`config.mk`:
```
export PLATFORM = sky130hd
export DESIGN_NAME = pipelined_addsub_flat
export DESIGN_NICKNAME = d
export VERILOG_FILES = /design/src/rtl/pipelined_addsub_pkg.sv /design/src/rtl/pipelined_addsub_if.sv /design/src/rtl/pipelined_addsub_slice.sv /design/src/rtl/pipelined_addsub.sv /design/src/flat_wrapper.sv
export SDC_FILE = /design/constraint.sdc
export NUM_CORES = 1
export LEC_CHECK = 0
export BUFFER_PORTS_ARGS = -buffer_cell sky130_fd_sc_hd__buf_2
export CORE_MARGIN = 10
export CORE_UTILIZATION = 55
export DETAILED_ROUTE_END_ITERATION = 6
export PLACE_DENSITY = 0.81
export SYNTH_ARGS = -nofsm -noshare
export SYNTH_HDL_FRONTEND = slang
export SYNTH_HIERARCHICAL = 1
export SYNTH_SLANG_ARGS = --single-unit
```
`constraint.sdc`:
```
create_clock -name clk -period 3.24 [get_ports clk]
set_input_delay 0.648 -clock clk [delete_from_list [all_inputs] [get_ports clk]]
set_output_delay 0.648 -clock clk [all_outputs]
set_load 0.05 [all_outputs]
```
`src/rtl/pipelined_addsub_pkg.sv`:
```
// Shared types for the pipelined add/subtract unit: operation encoding, NZCV flag bundle
// and the operand-preparation rules applied when an operation is accepted.
package pipelined_addsub_pkg;

    typedef enum logic [1:0] {
        ADD = 2'd0,
        SUB = 2'd1,
        ADC = 2'd2,
        SBC = 2'd3
    } addsub_op_t;

    typedef struct packed {
        logic n;
        logic z;
        logic c;
        logic v;
    } nzcv_t;

    function automatic logic invertsB(addsub_op_t op);
        return (op == SUB) || (op == SBC);
    endfunction

    // Subtraction is a + ~b + 1; the carry-using forms take the incoming carry flag instead.
    function automatic logic opCarryIn(addsub_op_t op, logic flagC);
        logic cin;
        case (op)
            ADD:     cin = 1'b0;
            SUB:     cin = 1'b1;
            default: cin = flagC;
        endcase
        return cin;
    endfunction

endpackage

```
`src/rtl/pipelined_addsub_if.sv`:
```
// Operand/result handshake bundle of the add/subtract unit; the unit sits on the slave side.
interface pipelined_addsub_if #(
    parameter int WIDTH = 32
);
    import pipelined_addsub_pkg::*;

    logic             in_valid;
    logic             in_ready;
    addsub_op_t       op;
    logic [WIDTH-1:0] a;
    logic [WIDTH-1:0] b;
    logic             c_in;
    logic             out_valid;
    logic             out_ready;
    logic [WIDTH-1:0] result;
    logic             flag_n;
    logic             flag_z;
    logic             flag_c;
    logic             flag_v;

    modport master (
        output in_valid, op, a, b, c_in, out_ready,
        input  in_ready, out_valid, result, flag_n, flag_z, flag_c, flag_v
    );

    modport slave (
        input  in_valid, op, a, b, c_in, out_ready,
        output in_ready, out_valid, result, flag_n, flag_z, flag_c, flag_v
    );

endinterface

```
`src/rtl/pipelined_addsub_slice.sv`:
```
// Combinational S-bit slice of the carry chain in generate/propagate lookahead form; also
// reports the carry into its top bit (for overflow) and whether its sum is all zeros.
module addsub_slice #(
    parameter int S = 8
) (
    input  logic [S-1:0] a_i,
    input  logic [S-1:0] b_i,
    input  logic         cin_i,
    output logic [S-1:0] sum_o,
    output logic         cout_o,
    output logic         cmsb_o,
    output logic         zero_o
);

    logic [S-1:0] prop;
    logic [S-1:0] gen;
    logic [S:0]   carry;
    logic         grpG;
    logic         grpP;

    // Each carry is the group generate of bits [i:0] plus the group propagate of the incoming carry.
    always_comb begin
        prop     = a_i ^ b_i;
        gen      = a_i & b_i;
        grpG     = 1'b0;
        grpP     = 1'b1;
        carry    = '0;
        carry[0] = cin_i;
        for (int i = 0; i < S; i++) begin
            grpG       = gen[i] | (prop[i] & grpG);
            grpP       = grpP & prop[i];
            carry[i+1] = grpG | (grpP & cin_i);
        end
    end

    assign sum_o  = prop ^ carry[S-1:0];
    assign cout_o = carry[S];
    assign cmsb_o = carry[S-1];
    assign zero_o = ~|sum_o;

endmodule

```
`src/rtl/pipelined_addsub.sv`:
```
// Pipelined add/subtract with NZCV flags: one carry-chain slice per stage, one global
// stall enable, operands shrinking and the result growing as they move down the pipe.
module pipelined_addsub
    import pipelined_addsub_pkg::*;
#(
    parameter int WIDTH  = 32,
    parameter int STAGES = 4
) (
    input logic               clk,
    input logic               rst_n,
    pipelined_addsub_if.slave bus
);

    localparam int S = WIDTH / STAGES;

    if (STAGES < 1 || STAGES > WIDTH) begin : g_bad_depth
        $error("pipelined_addsub: STAGES must be in 1..WIDTH");
    end else if (WIDTH % STAGES != 0) begin : g_bad_split
        $error("pipelined_addsub: WIDTH must be a multiple of STAGES");
    end

    logic             en;
    logic             outValid;
    logic [WIDTH-1:0] bPrep;
    logic             cinPrep;
    nzcv_t            flags;

    assign bPrep        = invertsB(bus.op) ? ~bus.b : bus.b;
    assign cinPrep      = opCarryIn(bus.op, bus.c_in);
    assign en           = ~outValid | bus.out_ready;
    assign bus.in_ready = en;

    for (genvar k = 0; k < STAGES; k++) begin : g_stage
        localparam int REM  = WIDTH - k * S;
        localparam int DONE = (k + 1) * S;

        logic [REM-1:0]  aIn;
        logic [REM-1:0]  bIn;
        logic            cIn;
        logic            zeroIn;
        logic            validIn;
        logic [S-1:0]    sliceSum;
        logic            sliceCout;
        logic            sliceCmsb;
        logic            sliceZero;
        logic [DONE-1:0] res_d;
        logic [DONE-1:0] res_q;
        logic            carry_q;
        logic            zero_q;
        logic            valid_q;

        if (k == 0) begin : g_first
            assign aIn     = bus.a;
            assign bIn     = bPrep;
            assign cIn     = cinPrep;
            assign zeroIn  = 1'b1;
            assign validIn = bus.in_valid;
            assign res_d   = sliceSum;
        end else begin : g_next
            assign aIn     = g_stage[k-1].g_fwd.a_q;
            assign bIn     = g_stage[k-1].g_fwd.b_q;
            assign cIn     = g_stage[k-1].carry_q;
            assign zeroIn  = g_stage[k-1].zero_q;
            assign validIn = g_stage[k-1].valid_q;
            assign res_d   = {sliceSum, g_stage[k-1].res_q};
        end

        addsub_slice #(.S(S)) u_slice (
            .a_i   (aIn[S-1:0]),
            .b_i   (bIn[S-1:0]),
            .cin_i (cIn),
            .sum_o (sliceSum),
            .cout_o(sliceCout),
            .cmsb_o(sliceCmsb),
            .zero_o(sliceZero)
        );

        always_ff @(posedge clk) begin
            if (!rst_n) begin
                valid_q <= 1'b0;
                carry_q <= 1'b0;
                zero_q  <= 1'b0;
                res_q   <= '0;
            end else if (en) begin
                valid_q <= validIn;
                carry_q <= sliceCout;
                zero_q  <= zeroIn & sliceZero;
                res_q   <= res_d;
            end
        end

        // Only the final slice holds the MSB, so only it produces the overflow flag.
        if (k < STAGES - 1) begin : g_fwd
            logic [REM-S-1:0] a_q;
            logic [REM-S-1:0] b_q;
            logic             unusedCmsb;

            assign unusedCmsb = sliceCmsb;

            always_ff @(posedge clk) begin
                if (!rst_n) begin
                    a_q <= '0;
                    b_q <= '0;
                end else if (en) begin
                    a_q <= aIn[REM-1:S];
                    b_q <= bIn[REM-1:S];
                end
            end
        end else begin : g_last
            logic v_q;

            always_ff @(posedge clk) begin
                if (!rst_n) begin
                    v_q <= 1'b0;
                end else if (en) begin
                    v_q <= sliceCmsb ^ sliceCout;
                end
            end
        end
    end

    assign outValid = g_stage[STAGES-1].valid_q;
    assign flags    = {g_stage[STAGES-1].res_q[WIDTH-1],
                       g_stage[STAGES-1].zero_q,
                       g_stage[STAGES-1].carry_q,
                       g_stage[STAGES-1].g_last.v_q};

    assign bus.out_valid = outValid;
    assign bus.result    = g_stage[STAGES-1].res_q;
    assign bus.flag_n    = flags.n;
    assign bus.flag_z    = flags.z;
    assign bus.flag_c    = flags.c;
    assign bus.flag_v    = flags.v;

endmodule

```
`src/flat_wrapper.sv`:
```
// flat-port wrapper written by rule: the top's interface ports become plain ports
module pipelined_addsub_flat import pipelined_addsub_pkg::*;
#(
    parameter int WIDTH  = 32,
    parameter int STAGES = 4
)
  (clk, rst_n, bus_in_valid, bus_op, bus_a, bus_b, bus_c_in, bus_out_ready, bus_in_ready, bus_out_valid, bus_result, bus_flag_n, bus_flag_z, bus_flag_c, bus_flag_v);
  pipelined_addsub_if #(.WIDTH(WIDTH)) bus_i ();
  input logic clk;
  input logic rst_n;
  input wire logic [$bits(bus_i.in_valid)-1:0] bus_in_valid;
  input wire logic [$bits(bus_i.op)-1:0] bus_op;
  input wire logic [$bits(bus_i.a)-1:0] bus_a;
  input wire logic [$bits(bus_i.b)-1:0] bus_b;
  input wire logic [$bits(bus_i.c_in)-1:0] bus_c_in;
  input wire logic [$bits(bus_i.out_ready)-1:0] bus_out_ready;
  output wire logic [$bits(bus_i.in_ready)-1:0] bus_in_ready;
  output wire logic [$bits(bus_i.out_valid)-1:0] bus_out_valid;
  output wire logic [$bits(bus_i.result)-1:0] bus_result;
  output wire logic [$bits(bus_i.flag_n)-1:0] bus_flag_n;
  output wire logic [$bits(bus_i.flag_z)-1:0] bus_flag_z;
  output wire logic [$bits(bus_i.flag_c)-1:0] bus_flag_c;
  output wire logic [$bits(bus_i.flag_v)-1:0] bus_flag_v;
  assign bus_i.in_valid = bus_in_valid;
  assign bus_i.op = bus_op;
  assign bus_i.a = bus_a;
  assign bus_i.b = bus_b;
  assign bus_i.c_in = bus_c_in;
  assign bus_i.out_ready = bus_out_ready;
  assign bus_in_ready = bus_i.in_ready;
  assign bus_out_valid = bus_i.out_valid;
  assign bus_result = bus_i.result;
  assign bus_flag_n = bus_i.flag_n;
  assign bus_flag_z = bus_i.flag_z;
  assign bus_flag_c = bus_i.flag_c;
  assign bus_flag_v = bus_i.flag_v;
  pipelined_addsub #(.WIDTH(WIDTH), .STAGES(STAGES)) u_core (.clk(clk), .rst_n(rst_n), .bus(bus_i));
endmodule
```
==> results.md, run 1 <==
* Max-capacitance violation count at 0
* Area used by sequential logic in the layout at 3784 um^2
* Setup crit end kind: flip-flop
* Worst-Margin Slew at 0.7390 ns
* Data arrival, critical path at 2.83 ns
* Clock tree from TritonCTS: built
* Number of ports placed on the die boundary at 109
* Total Routed Length at 18.40 mm
* Tmin final at 2.470 ns
* Total CTS buffers at 17
* Die height at 146.0 um
* Effective utilization at floorplan at 56.79%
* Critical path class: input port to flip-flop
* Fin. Hold Viols at 0
* Hpwl dp at 12.43 mm
* DRC violation count after routing at 0
* Number of detailed-route iterations in the first pass at 5
* Resize count post-CTS at 0
* Clock root buffer: sky130_fd_sc_hd__clkbuf_16
* Critical path peak fanout at 10
* Post-Place Setup Slack at 0.3606 ns
* Number of placed cells counting well taps at 1292
* Final setup fails at 0
* Nets at 1207
* Fin area at 9811 um^2
* Clock-pin slew on the worst setup and hold paths at 0.07 ns
* Max-slew headroom at the worst pin at 50.73%
* Cell count of the worst hold path at 2
* Final WS setup at 0.7704 ns
* Detailed Route Iter0 Violations at 608
* Area growth from synthesis to layout at 12.38%
* Period utilisation layout at 76.22%
* Total area of multi-input combinational cells at 4425 um^2
* Fill cell total of the finished layout at 1302
* Total via count in the routed design at 6822
* Layout cells sized above 1 at 15.00%
* Core outline area at 15370 um^2
* Power density of the placed cells at 538.9 nW/um^2
* Cts-stage hold buffer count at 0
* Final Core Density at 63.83%
* Clock latency at the later pin of the worst-skew pair at 0.42 ns
* Final Total Pwr at 5.287 mW
* Via/cell ratio at 5.153
* Unrepaired setup endpoints after global routing: no
* Synthesis warning total at 6
* Total negative slack at 0 ns
* Number of antenna repair diodes at 0
* Total track usage at 16.85%
* Result of the run: complete, no violations
* Total standard cell area after synthesis at 8730 um^2
* Worst hold path class: flip-flop to flip-flop
* Vias in the first global route at 6459
* VDD IR max at 0.3010 mV
* Highest clock frequency the design can meet at 404.9 MHz
* Synth Net Count at 1140
* Clock Skews at 0.006477 ns
* Worst hold-check slack at 0.4448 ns
* Launching element type of the critical path: input port
* Final Non-Filler Cells at 1324
* Total overflow reported by the global router at 0
* Maximum number of pins on one net before global-route repair at 165
* Data required time at the worst endpoint at 3.60 ns
* Logic depth of the worst register-to-register path at 8
* H-tree depth at 4
* Total die area at 21310 um^2
* Die outline width at 146.0 um
* Synth Instances at 1033
* Antenna violations before repair at 0
* Setup bufs post-CTS at 0
* Final weighted congestion in routability-driven placement at 0.8459
* Max-slew violation count at 0
* Average cell area after synthesis at 8.451 um^2
* Placement Rows at 45
* Number of buffers added on ports at 108
* Global-route wire length before repair at 30.81 mm
* Clock Sink Count at 189
* Max clock buf depth at 2
* Drt wl/cell at 13.89 um
* Placed inst area at 9235 um^2
* Routed Antenna Nets at 0
* P_leak at 4.146 nW
==> worst max-delay path, cell delays in order <==
cell	delay, ns
sky130_fd_sc_hd__buf_2	0.25
sky130_fd_sc_hd__xor2_1	0.19
sky130_fd_sc_hd__ha_1	0.30
sky130_fd_sc_hd__a21oi_2	0.21
sky130_fd_sc_hd__o211ai_2	0.16
sky130_fd_sc_hd__a211oi_2	0.29
sky130_fd_sc_hd__o2111ai_1	0.17
sky130_fd_sc_hd__a2111oi_2	0.35
sky130_fd_sc_hd__nand2_1	0.10
sky130_fd_sc_hd__a21boi_1	0.15
==> final timing paths <==
check,start,to,slack [ns]
min reg2reg,u_core/bus.result[10]$_SDFFE_PN0P_,u_core/bus.result[10]$_SDFFE_PN0P_,0.44
min,u_core/bus.result[10]$_SDFFE_PN0P_,u_core/bus.result[10]$_SDFFE_PN0P_,0.44
max reg2reg,u_core/g_stage[0].g_fwd.a_q[1]$_SDFFE_PN0P_,u_core/g_stage[1].zero_q$_SDFFE_PN0P_,1.04
max,bus_op[0],u_core/g_stage[0].zero_q$_SDFFE_PN0P_,0.77
==> layer usage <==
layer  wire length [um]  track usage [%]
met1               9565            23.49
met2               8026            25.41
met3                591            3.663
met4                213            5.105
met5                  0                0
==> layout make-up <==
class	count	area share [%]
clock inverters	12	1.110
clock buffers	20	4.757
repair buffers	115	6.453
flip-flops and latches	189	38.57
inverters	33	1.314
multi-input cells	744	45.11
well taps	211	2.691
==> flip-flops by register name (all words and copies together), names as in the netlist, 3 cells and up <==
| signal | flops |
|---|---|
| u_core/g_stage.g_fwd.b_q | 48 |
| u_core/bus.result | 32 |
| u_core/g_stage.g_fwd.a_q | 48 |
| u_core/g_stage.carry_q | 3 |
| u_core/g_stage.res_q | 48 |
| u_core/g_stage.valid_q | 3 |
| u_core/g_stage.zero_q | 3 |
==> where the power goes <==
group	leakage, nW	internal, mW	switching [mW]	total (mW)
clock	0.283	1.13	0.883	2.01
combinational	2.31	0.303	0.420	0.724
sequential	1.55	2.48	0.0800	2.56
==> layout by cell type (no fill, tap or decap), types with 4 or more instances in the layout <==
master,instances
sky130_fd_sc_hd__nand2_1,323
sky130_fd_sc_hd__dfxtp_1,189
sky130_fd_sc_hd__a21boi_1,159
sky130_fd_sc_hd__buf_2,107
sky130_fd_sc_hd__xnor2_1,41
sky130_fd_sc_hd__a21oi_1,37
sky130_fd_sc_hd__inv_1,32
sky130_fd_sc_hd__ha_1,32
sky130_fd_sc_hd__nor2_1,24
sky130_fd_sc_hd__o21ai_0,23
sky130_fd_sc_hd__clkbuf_16,17
sky130_fd_sc_hd__o21ai_1,10
sky130_fd_sc_hd__xor2_1,8
sky130_fd_sc_hd__a21o_1,8
sky130_fd_sc_hd__nor3_1,8
sky130_fd_sc_hd__nand3_1,7
sky130_fd_sc_hd__buf_4,5
sky130_fd_sc_hd__a211oi_2,5
sky130_fd_sc_hd__and2_1,5
sky130_fd_sc_hd__inv_6,4
sky130_fd_sc_hd__clkinv_2,4
sky130_fd_sc_hd__a21boi_0,4
sky130_fd_sc_hd__a21oi_2,4
sky130_fd_sc_hd__nand4_1,4
sky130_fd_sc_hd__o211ai_2,4
sky130_fd_sc_hd__and3_1,4
sky130_fd_sc_hd__nor2b_1,4
sky130_fd_sc_hd__o211a_1,4
sky130_fd_sc_hd__o31a_1,4
sky130_fd_sc_hd__nand2b_1,4
sky130_fd_sc_hd__o2111ai_1,4
sky130_fd_sc_hd__a2111oi_2,4
sky130_fd_sc_hd__fa_1,4
No activity file was read; power rests on OpenSTA's default activity.
==> run 2, diff against run 1 <==
- clock period: 3.24 -> 2.5 ns (I/O delays scaled with it)
==> run 2 against run 1 <==
Against the previous run:
- clock-buffer cell count is 2 lower
- critical path depth is 2 lower
- routed wire length is 2.0% lower
- total power is 34% higher
- critical endpoint is now u_core/bus.flag_z$_SDFFE_PN0P_
- cell count is 0.60% higher
- via count is 0.70% lower
- clock skew is 0.0041 ns higher
- first-iteration DRC count is 28% lower
- non-clock buffer count is 9 higher
- setup slack worse by 0.48 ns
==> results.md, run 2 (same netlist as run 1, synthesis figures left out) <==
* Highest clock frequency the design can meet at 452.3 MHz
* Final Non-Filler Cells at 1332
* Total CTS buffers at 17
* Number of placed cells counting well taps at 1301
* Hold-critical path endpoint: u_core/g_stage[0].g_fwd.a_q[0]$_SDFFE_PN0P_
* Final weighted congestion in routability-driven placement at 0.8750
* Worst hold-check slack at 0.3054 ns
* Clock-pin slew on the worst setup and hold paths at 0.07 ns
* Fin area at 9928 um^2
* Number of detailed-route iterations in the first pass at 4
* Detailed Route Iter0 Violations at 439
* Most common library cell in the layout ignoring fill and taps: sky130_fd_sc_hd__nand2_1
* Worst-Margin Slew at 0.5406 ns
* Total Routed Length at 18.03 mm
* Critical path peak fanout at 4
* H-tree depth at 4
* Commonest cells after routing, fill and taps aside: sky130_fd_sc_hd__nand2_1, sky130_fd_sc_hd__dfxtp_1, sky130_fd_sc_hd__a21boi_1
* Worst reg2reg endpoint: u_core/bus.flag_z$_SDFFE_PN0P_
* Max-slew violation count at 0
* Logic depth of the worst register-to-register path at 8
* Cts-stage hold buffer count at 0
* Number of buffers added on ports at 108
* Routed Antenna Nets at 0
* Largest registers: u_core/g_stage.g_fwd.a_q (48), u_core/g_stage.g_fwd.b_q (48), u_core/g_stage.res_q (48)
* Area used by sequential logic in the layout at 3784 um^2
* Fin. Hold Viols at 0
* Final Total Pwr at 7.104 mW
* Clock Skews at 0.01060 ns
* Series of cell instances along the critical path: ha_1 -> a21oi_2 -> o211ai_2 -> a211oi_2 -> o2111ai_1 -> a2111oi_2 -> nand3_1 -> a21boi_0
* Setup crit end kind: flip-flop
* Placed inst area at 9303 um^2
* Global-route wire length before repair at 30.19 mm
* Clock Sink Count at 189
* Die height at 146.0 um
* Total via count in the routed design at 6774
* Placement Rows at 45
* Period utilisation layout at 88.45%
* Area growth from synthesis to layout at 13.73%
* Effective utilization at floorplan at 56.79%
* Post-Place Setup Slack at -0.06838 ns
* Launching element type of the critical path: flip-flop
* Total overflow reported by the global router at 0
* Hold path startpoint: bus_a[8]
* Worst flop-to-flop path startpoint: u_core/g_stage[2].g_fwd.a_q[1]$_SDFFE_PN0P_
* Number of antenna repair diodes at 0
* Fill cell total of the finished layout at 1334
* Total area of multi-input combinational cells at 4425 um^2
* Clock tree from TritonCTS: built
* Critical path class: flip-flop to flip-flop
* Layout cells sized above 1 at 15.61%
* Worst hold path class: input port to flip-flop
* Nets at 1216
* Setup bufs post-CTS at 0
* P_leak at 4.205 nW
* VDD IR max at 0.4987 mV
* Total die area at 21310 um^2
* Final WS setup at 0.2889 ns
* Via/cell ratio at 5.086
* Die outline width at 146.0 um
* Max-slew headroom at the worst pin at 63.96%
* Resize count post-CTS at 0
* Result of the run: complete, no violations
* Data required time at the worst endpoint at 2.86 ns
* Slowest cell on the critical path: sky130_fd_sc_hd__a2111oi_2
* Hpwl dp at 12.58 mm
* Core outline area at 15370 um^2
* Drt wl/cell at 13.53 um
* Cell count of the worst hold path at 3
* Crit-path max cell delay at 0.40 ns
* Total track usage at 16.62%
* Antenna violations before repair at 0
* Power density of the placed cells at 715.5 nW/um^2
* Final setup fails at 0
* Tmin final at 2.211 ns
* DRC violation count after routing at 0
* Data arrival, critical path at 2.57 ns
* Unrepaired setup endpoints after global routing: no
* Max-capacitance violation count at 0
* Clock latency at the later pin of the worst-skew pair at 0.43 ns
* Vias in the first global route at 6452
* Number of ports placed on the die boundary at 109
* Worst-case register-to-register setup slack at 0.29 ns
* Max clock buf depth at 2
* Maximum number of pins on one net before global-route repair at 136
* Clock root buffer: sky130_fd_sc_hd__clkbuf_16
[run 2: worst max-delay path by stage]
| stage | startpoint | endpoint | slack, ns | depth (start not counted) |
|---|---|---|---|---|
| 3_3_place_gp | bus_op[0] | u_core/g_stage[0].zero_q$_SDFFE_PN0P_ | -0.03 | 10 |
| 6_report | u_core/g_stage[2].g_fwd.a_q[1]$_SDFFE_PN0P_ | u_core/bus.flag_z$_SDFFE_PN0P_ | 0.29 | 8 |
| 2_1_floorplan | bus_op[0] | u_core/g_stage[0].zero_q$_SDFFE_PN0P_ | 0.002 | 11 |
| 5_1_grt | u_core/g_stage[2].g_fwd.a_q[1]$_SDFFE_PN0P_ | u_core/bus.flag_z$_SDFFE_PN0P_ | 0.11 | 8 |
| 3_5_place_dp | bus_op[0] | u_core/g_stage[0].zero_q$_SDFFE_PN0P_ | -0.07 | 10 |
| 4_1_cts | u_core/g_stage[2].g_fwd.a_q[1]$_SDFFE_PN0P_ | u_core/bus.flag_z$_SDFFE_PN0P_ | 0.26 | 8 |
[run 2: worst max-delay path, delay by kind of cell, from the launching register on]
kind            cells  cell delay, ns
fa+ha+maj           1            0.35
compound gates      6            1.33
flops               1            0.31
simple gates        1            0.15
[run 2: routing by layer]
layer | part of all wire (%) | global-route usage (%)
met4 | 1.0 | 4.104
met2 | 43 | 24.52
met1 | 52 | 23.44
met3 | 4.4 | 4.502
met5 | 0 | 0
[run 2: where the power goes]
part	internal, mW	total, mW	switching [mW]	leakage (nW)
Clock	1.70	2.84	1.14	0.301
Combinational	0.407	0.950	0.543	2.35
Sequential	3.21	3.31	0.102	1.55
Total	5.32	7.10	1.79	4.21
[run 2: per-stage QoR]
stage               utilization [%]  setup TNS (ns)
CTS                           64.59               0
global placement              60.52        -0.02983
finish                        64.59               0
global route                  64.59               0
floorplan                         -               0
detailed placement            60.52        -0.06838
[run 2: area by class of cell]
class | count | area share (%)
well taps | 211 | 2.659
multi-input cells | 744 | 44.57
flip-flops and latches | 189 | 38.11
repair buffers | 124 | 7.057
clock buffers | 18 | 4.423
clock inverters | 13 | 1.878
inverters | 33 | 1.298
